==> src/rtl/decoder_stream_controller_if.sv <==
// Handshake bundle between the decoder stream controller, the syndrome
// buffer, the decoder input/output FIFOs and the result consumer.
interface decoder_stream_controller_if #(
  parameter int PAYLOAD_BYTES = 3
);
  logic [PAYLOAD_BYTES*8-1:0] meas_data;
  logic                       meas_valid;
  logic                       meas_ready;
  logic [7:0]                 dec_in_data;
  logic                       dec_in_valid;
  logic                       dec_in_ready;
  logic [7:0]                 dec_out_data;
  logic                       dec_out_valid;
  logic                       dec_out_ready;
  logic [7:0]                 result_iterations;
  logic [15:0]                result_cycles;
  logic                       result_valid;
  logic                       result_ready;

  modport master (
    input  meas_data, meas_valid, dec_in_ready, dec_out_data, dec_out_valid, result_ready,
    output meas_ready, dec_in_data, dec_in_valid, dec_out_ready,
    output result_iterations, result_cycles, result_valid
  );

  modport slave (
    output meas_data, meas_valid, dec_in_ready, dec_out_data, dec_out_valid, result_ready,
    input  meas_ready, dec_in_data, dec_in_valid, dec_out_ready,
    input  result_iterations, result_cycles, result_valid
  );
endinterface

==> src/rtl/decoder_stream_controller.sv <==
// Sequences one decoder: start message once, then header + syndrome bytes per
// job, then collects the 3-byte response and publishes it as a result word.
module decoder_stream_controller #(
  parameter int         GRID_WIDTH_X            = 4,
  parameter int         GRID_WIDTH_Z            = 1,
  parameter int         GRID_WIDTH_U            = 3,
  parameter int         TIMEOUT_CYCLES          = 4096,
  parameter logic [7:0] START_DECODING_MSG      = 8'h01,
  parameter logic [7:0] MEASUREMENT_DATA_HEADER = 8'h02
) (
  input  logic                        clk,
  input  logic                        reset,
  decoder_stream_controller_if.master bus,
  output logic [15:0]                 job_count,
  output logic                        timeout_err
);
  localparam int BYTES_PER_ROUND = (GRID_WIDTH_X*GRID_WIDTH_Z+7)>>3;
  localparam int PAYLOAD_BYTES   = BYTES_PER_ROUND*GRID_WIDTH_U;
  localparam int IDX_W           = (PAYLOAD_BYTES > 1) ? $clog2(PAYLOAD_BYTES) : 1;
  localparam int TMR_W           = (TIMEOUT_CYCLES > 1) ? $clog2(TIMEOUT_CYCLES) : 1;
  localparam logic [IDX_W-1:0] LAST_IDX  = IDX_W'(PAYLOAD_BYTES-1);
  localparam logic [TMR_W-1:0] LAST_TICK = TMR_W'(TIMEOUT_CYCLES-1);

  typedef enum logic [2:0] {
    ST_RST, ST_START, ST_IDLE, ST_HDR, ST_PAY, ST_WAIT, ST_RSP, ST_PUB
  } state_t;

  state_t           state_reg, state_next;
  logic [7:0]       payload_reg [PAYLOAD_BYTES];
  logic [IDX_W-1:0] idx_reg;
  logic [1:0]       cnt_reg;
  logic [TMR_W-1:0] timer_reg;
  logic [7:0]       iter_reg;
  logic [15:0]      cycles_reg;
  logic [15:0]      job_count_reg;
  logic             timeout_err_reg;

  logic       meas_ready_int, in_valid_int, out_ready_int, res_valid_int;
  logic [7:0] in_data_int;
  logic       meas_xfer, in_xfer, out_xfer, res_xfer;

  assign meas_xfer = meas_ready_int & bus.meas_valid;
  assign in_xfer   = in_valid_int   & bus.dec_in_ready;
  assign out_xfer  = out_ready_int  & bus.dec_out_valid;
  assign res_xfer  = res_valid_int  & bus.result_ready;

  always_ff @(posedge clk) begin
    if (reset) state_reg <= ST_RST;
    else       state_reg <= state_next;
  end

  // Handshake outputs are pure functions of the state, so dec_in_data stays
  // put while a byte is stalled and result fields only change outside PUB.
  always_comb begin
    state_next     = state_reg;
    meas_ready_int = 1'b0;
    in_valid_int   = 1'b0;
    in_data_int    = 8'h00;
    out_ready_int  = 1'b0;
    res_valid_int  = 1'b0;
    case (state_reg)
      ST_RST: state_next = ST_START;
      ST_START: begin
        in_valid_int = 1'b1;
        in_data_int  = START_DECODING_MSG;
        if (bus.dec_in_ready) state_next = ST_IDLE;
      end
      ST_IDLE: begin
        meas_ready_int = 1'b1;
        out_ready_int  = 1'b1;
        if (bus.meas_valid) state_next = ST_HDR;
      end
      ST_HDR: begin
        in_valid_int = 1'b1;
        in_data_int  = MEASUREMENT_DATA_HEADER;
        if (bus.dec_in_ready) state_next = ST_PAY;
      end
      ST_PAY: begin
        in_valid_int = 1'b1;
        in_data_int  = payload_reg[idx_reg];
        if (bus.dec_in_ready && idx_reg == LAST_IDX) state_next = ST_WAIT;
      end
      ST_WAIT: begin
        out_ready_int = 1'b1;
        if (bus.dec_out_valid)          state_next = ST_RSP;
        else if (timer_reg == LAST_TICK) state_next = ST_PUB;
      end
      ST_RSP: begin
        out_ready_int = 1'b1;
        if (bus.dec_out_valid && cnt_reg == 2'd2) state_next = ST_PUB;
      end
      ST_PUB: begin
        res_valid_int = 1'b1;
        if (bus.result_ready) state_next = ST_IDLE;
      end
      default: state_next = ST_RST;
    endcase
  end

  always_ff @(posedge clk) begin
    if (reset) begin
      idx_reg         <= '0;
      cnt_reg         <= '0;
      timer_reg       <= '0;
      iter_reg        <= '0;
      cycles_reg      <= '0;
      job_count_reg   <= '0;
      timeout_err_reg <= 1'b0;
      for (int i = 0; i < PAYLOAD_BYTES; i++) payload_reg[i] <= '0;
    end else begin
      case (state_reg)
        ST_IDLE: begin
          if (meas_xfer)
            for (int i = 0; i < PAYLOAD_BYTES; i++) payload_reg[i] <= bus.meas_data[i*8 +: 8];
        end
        ST_HDR: if (in_xfer) idx_reg <= '0;
        ST_PAY: begin
          if (in_xfer) begin
            idx_reg   <= idx_reg + 1'b1;
            timer_reg <= '0;
          end
        end
        ST_WAIT: begin
          if (out_xfer) begin
            iter_reg <= bus.dec_out_data;
            cnt_reg  <= 2'd1;
          end else if (timer_reg == LAST_TICK) begin
            // Decoder never answered: publish a recognisable all-ones result.
            iter_reg        <= 8'hFF;
            cycles_reg      <= 16'hFFFF;
            timeout_err_reg <= 1'b1;
          end else begin
            timer_reg <= timer_reg + 1'b1;
          end
        end
        ST_RSP: begin
          if (out_xfer) begin
            if (cnt_reg == 2'd1) cycles_reg[15:8] <= bus.dec_out_data;
            else                 cycles_reg[7:0]  <= bus.dec_out_data;
            cnt_reg <= cnt_reg + 2'd1;
          end
        end
        ST_PUB: if (res_xfer) job_count_reg <= job_count_reg + 16'd1;
        default: ;
      endcase
    end
  end

  assign bus.meas_ready        = meas_ready_int;
  assign bus.dec_in_valid      = in_valid_int;
  assign bus.dec_in_data       = in_data_int;
  assign bus.dec_out_ready     = out_ready_int;
  assign bus.result_valid      = res_valid_int;
  assign bus.result_iterations = iter_reg;
  assign bus.result_cycles     = cycles_reg;
  assign job_count             = job_count_reg;
  assign timeout_err           = timeout_err_reg;
endmodule

==> src/flat_wrapper.sv <==
// flat-port wrapper written by rule: the top's interface ports become plain ports
module decoder_stream_controller_flat 
#(
  parameter int         GRID_WIDTH_X            = 4,
  parameter int         GRID_WIDTH_Z            = 1,
  parameter int         GRID_WIDTH_U            = 3,
  parameter int         TIMEOUT_CYCLES          = 4096,
  parameter logic [7:0] START_DECODING_MSG      = 8'h01,
  parameter logic [7:0] MEASUREMENT_DATA_HEADER = 8'h02
)
  (clk, reset, job_count, timeout_err, bus_meas_data, bus_meas_valid, bus_dec_in_ready, bus_dec_out_data, bus_dec_out_valid, bus_result_ready, bus_meas_ready, bus_dec_in_data, bus_dec_in_valid, bus_dec_out_ready, bus_result_iterations, bus_result_cycles, bus_result_valid);
  decoder_stream_controller_if #(.PAYLOAD_BYTES(((((4)*(1)+7)>>3)*(3)))) bus_i ();
  input  logic clk;
  input  logic reset;
  output logic [15:0] job_count;
  output logic timeout_err;
  input wire logic [$bits(bus_i.meas_data)-1:0] bus_meas_data;
  input wire logic [$bits(bus_i.meas_valid)-1:0] bus_meas_valid;
  input wire logic [$bits(bus_i.dec_in_ready)-1:0] bus_dec_in_ready;
  input wire logic [$bits(bus_i.dec_out_data)-1:0] bus_dec_out_data;
  input wire logic [$bits(bus_i.dec_out_valid)-1:0] bus_dec_out_valid;
  input wire logic [$bits(bus_i.result_ready)-1:0] bus_result_ready;
  output wire logic [$bits(bus_i.meas_ready)-1:0] bus_meas_ready;
  output wire logic [$bits(bus_i.dec_in_data)-1:0] bus_dec_in_data;
  output wire logic [$bits(bus_i.dec_in_valid)-1:0] bus_dec_in_valid;
  output wire logic [$bits(bus_i.dec_out_ready)-1:0] bus_dec_out_ready;
  output wire logic [$bits(bus_i.result_iterations)-1:0] bus_result_iterations;
  output wire logic [$bits(bus_i.result_cycles)-1:0] bus_result_cycles;
  output wire logic [$bits(bus_i.result_valid)-1:0] bus_result_valid;
  assign bus_i.meas_data = bus_meas_data;
  assign bus_i.meas_valid = bus_meas_valid;
  assign bus_i.dec_in_ready = bus_dec_in_ready;
  assign bus_i.dec_out_data = bus_dec_out_data;
  assign bus_i.dec_out_valid = bus_dec_out_valid;
  assign bus_i.result_ready = bus_result_ready;
  assign bus_meas_ready = bus_i.meas_ready;
  assign bus_dec_in_data = bus_i.dec_in_data;
  assign bus_dec_in_valid = bus_i.dec_in_valid;
  assign bus_dec_out_ready = bus_i.dec_out_ready;
  assign bus_result_iterations = bus_i.result_iterations;
  assign bus_result_cycles = bus_i.result_cycles;
  assign bus_result_valid = bus_i.result_valid;
  decoder_stream_controller #(.GRID_WIDTH_X(GRID_WIDTH_X), .GRID_WIDTH_Z(GRID_WIDTH_Z), .GRID_WIDTH_U(GRID_WIDTH_U), .TIMEOUT_CYCLES(TIMEOUT_CYCLES), .START_DECODING_MSG(START_DECODING_MSG), .MEASUREMENT_DATA_HEADER(MEASUREMENT_DATA_HEADER)) u_core (.clk(clk), .reset(reset), .bus(bus_i), .job_count(job_count), .timeout_err(timeout_err));
endmodule
==> config.mk <==
export PLATFORM = sky130hd
export DESIGN_NAME = decoder_stream_controller_flat
export DESIGN_NICKNAME = d
export VERILOG_FILES = /design/src/rtl/decoder_stream_controller_if.sv /design/src/rtl/decoder_stream_controller.sv /design/src/flat_wrapper.sv
export SDC_FILE = /design/constraint.sdc
export NUM_CORES = 1
export LEC_CHECK = 0
export ABC_AREA = 1
export ABC_CLOCK_PERIOD_IN_PS = 2900
export CAP_MARGIN = 20
export CORE_MARGIN = 1
export CORE_UTILIZATION = 30
export DETAILED_ROUTE_END_ITERATION = 12
export GPL_TIMING_DRIVEN = 0
export MAX_ROUTING_LAYER = met4
export PLACE_DENSITY_LB_ADDON = 0.3
export SKIP_CTS_REPAIR_TIMING = 1
export SLEW_MARGIN = 40
export SYNTH_ARGS = -nofsm -noshare
export SYNTH_HDL_FRONTEND = slang
export SYNTH_SLANG_ARGS = --single-unit
==> constraint.sdc <==
create_clock -name clk -period 2.9 [get_ports clk]
set_input_delay 0.58 -clock clk [delete_from_list [all_inputs] [get_ports clk]]
set_output_delay 0.58 -clock clk [all_outputs]
set_load 0.02 [all_outputs]
==> flow_summary.json <==
{
  "grt_pass1_vias": 3783,
  "hold_class": "reg2reg",
  "die_area_um2": 14800,
  "core_um2": 13900,
  "finalCriticalPeriod_ps": 2690,
  "synth_nets": 640,
  "skew_ps": 5.95,
  "rsz0062_at_grt": "no",
  "post-route-period-util_pct": 92.9,
  "gp_congestion": 0.911,
  "critPathCaptureType": "primary output",
  "grt-ovfl-total": 0,
  "synth_edf_count": 24,
  "cts_sinks": 86,
  "cts_root_buf": "clkbuf_16",
  "holdPathStages": 2,
  "synth.cell_area_um2": 4290,
  "synthSimpleGateAreaFrac_pct": 33.7,
  "async_flop_share_pct": 0,
  "ys_seq_elements": 86,
  "htree_levels": 3,
  "cts_made_buffers": 9,
  "yosys_warnings": 0,
  "num_vias": 4031,
  "crit_arrival_ps": 2110,
  "rows": 43,
  "fp.dieW_um": 122,
  "critical_path_class": "reg2out",
  "worst_pin_slew_ps": 597,
  "grt_start_max_net_pins": 16,
  "critPathMaxFanout": 9,
  "synth_compound_area_share_pct": 9.14,
  "area_growth_pct": 34.2,
  "ant_nets": 0,
  "syn-mean-instance-area_um2": 7.18,
  "synth_top_family_by_area": "simple AND/OR/NAND/NOR gates",
  "fmax_mhz": 371,
  "synthAdderAreaFrac_pct": 1.46,
  "start_util_pct": 30.8,
  "clk_path_buf_depth": 2,
  "drt_iter0_drc": 203,
  "leakagePower_nw": 2.46,
  "synth_flop_cell": "dfxtp_1",
  "largest_reg_flops": 24,
  "final_layout_size_suffix_gt1_share_pct": 7.85,
  "wire_per_inst_um": 12.4,
  "grt_pass1_wl_mm": 17.6,
  "drc": 0,
  "relSlewSlack_pct": 60.2,
  "synth_xor_area_share_pct": 0.613,
  "dp_worst_setup_slack_ps": 407,
  "vias_per_cell": 4.58,
  "drt_first_pass_iters": 5,
  "diodes": 0,
  "grt_usage_pct": 15.6,
  "antenna_found_initial": 0,
  "maxCapViolCount": 0,
  "status": "complete, no violations",
  "setup_slack_ps": 207,
  "wirelength_mm": 10.9,
  "ir_worst_vdd_uv": 311,
  "die_h_um": 122,
  "fin_nets": 740,
  "ff2ff_path_depth": 7,
  "power_density_nw_per_um2": 559,
  "hold_viol_final": 0,
  "place_hpwl_mm": 8.16,
  "io_pins": 91,
  "clk_pin_slew_ps": 60,
  "setup_tns_ps": 0,
  "synthMuxAreaShare_pct": 0,
  "power_mw": 3.22,
  "clk_latency_ps": 340,
  "ys_seq_area_share_pct": 45.8,
  "synth_cells": 597,
  "port_buffers": 89,
  "critPathRequiredTime_ps": 2320,
  "final_max_slew_viol_count": 0,
  "synth_cell_types": 32,
  "setup_viol": 0,
  "cts_tree": "done",
  "start_kind": "register"
}
## per-layer routing
layer  routed length [um]  GRT usage, %
met5                    0             -
met4                  153          4.86
met3                  484          4.40
met2                 5210          25.4
met1                 5040          18.6
## critical path, cell delays in order (launching register included)
cell and delay, ps:
dfxtp_1 290, clkbuf_1 230, inv_2 210, nand2_1 70
a21oi_1 120, a21oi_1 50, o21ai_0 150, clkdlybuf4s50_1 650
## final timing paths
path / start / end / slack, ps
worst max-delay path: register / bus_dec_in_data[0] / 210
worst min-delay path: u_core.bus.result_iterations[3] / u_core.bus.result_iterations[3] / 480
worst max register to register: u_core.state_reg[2] / u_core.payload_reg[0][2] / 1030
worst min register to register: u_core.bus.result_iterations[3] / u_core.bus.result_iterations[3] / 480
## metrics by stage
step / area (um^2) / util (%) / std cells / hold WS [ps]
finish: 5750 / 41.3 / 881 / 478
global placement: 5400 / 38.8 / 866 / 461
global route: 5750 / 41.3 / 881 / 484
CTS: 5740 / 41.2 / 882 / 478
floorplan: 4290 / - / 597 / 436
detailed placement: 5430 / 39.0 / 867 / 462
## power breakdown
part | internal [mW] | switching (mW) | total, mW | leakage, nW
Clock | 0.751 | 0.463 | 1.21 | 0.146
Combinational | 0.257 | 0.382 | 0.639 | 1.56
Sequential | 1.32 | 0.0401 | 1.36 | 0.750
## synth_stat cells (9+ instances only)
cell type	number	area share (%)
nand2_1	128	11
nor2_1	127	11
inv_1	76	6.7
dfxtp_1	62	29
a21oi_1	29	3.4
edfxtp_1	24	17
nand3_1	24	2.8
o21ai_0	21	2.5
nand4_1	20	2.9
clkbuf_1	9	0.79
inv_2	9	0.79
o31ai_1	9	1.6
## layout by cell type, fill, tap and decap left out, drive strengths merged
cell           instances
nand2                134
inv                   86
a21oi                 29
xor2                   2
edfxtp                24
o31ai                  9
nand3b                 2
buf                    9
clkbuf                19
xnor2                  1
a31o                   1
dlymetal6s2s           7
o21ai                 25
o21a                   1
clkdlybuf4s50         82
nand4                 20
nor3b                  1
clkinv                 1
ha                     5
dfxtp                 62
nor3                   6
a31oi                  6
bufinv                 2
nor2                 140
clkinvlp               1
nand3                 26
## kinds of logic (layout without fill, tap and decap cells)
| group | after synthesis | after routing |
|---|---|---|
| AO/OA/AOI/OAI | 71 | 71 |
| XOR/XNOR | 3 | 3 |
| adder cells (fa/ha/maj) | 5 | 5 |
| buffers and inverters | 103 | 207 |
| flip-flops | 86 | 86 |
| AND/OR/NAND/NOR | 329 | 329 |
## final cells by class
type / instances / area, um^2
multi-input cells: 408 / 1940
fillers: 1420 / 8180
clock inverters: 4 / 73.8
plain buffers: 16 / 72.6
inverters: 86 / 323
well taps: 180 / 225
repair buffers: 90 / 923
flip-flops and latches: 86 / 1960
clock buffers: 11 / 233
Note: power is estimated with default switching activity, not from simulation.
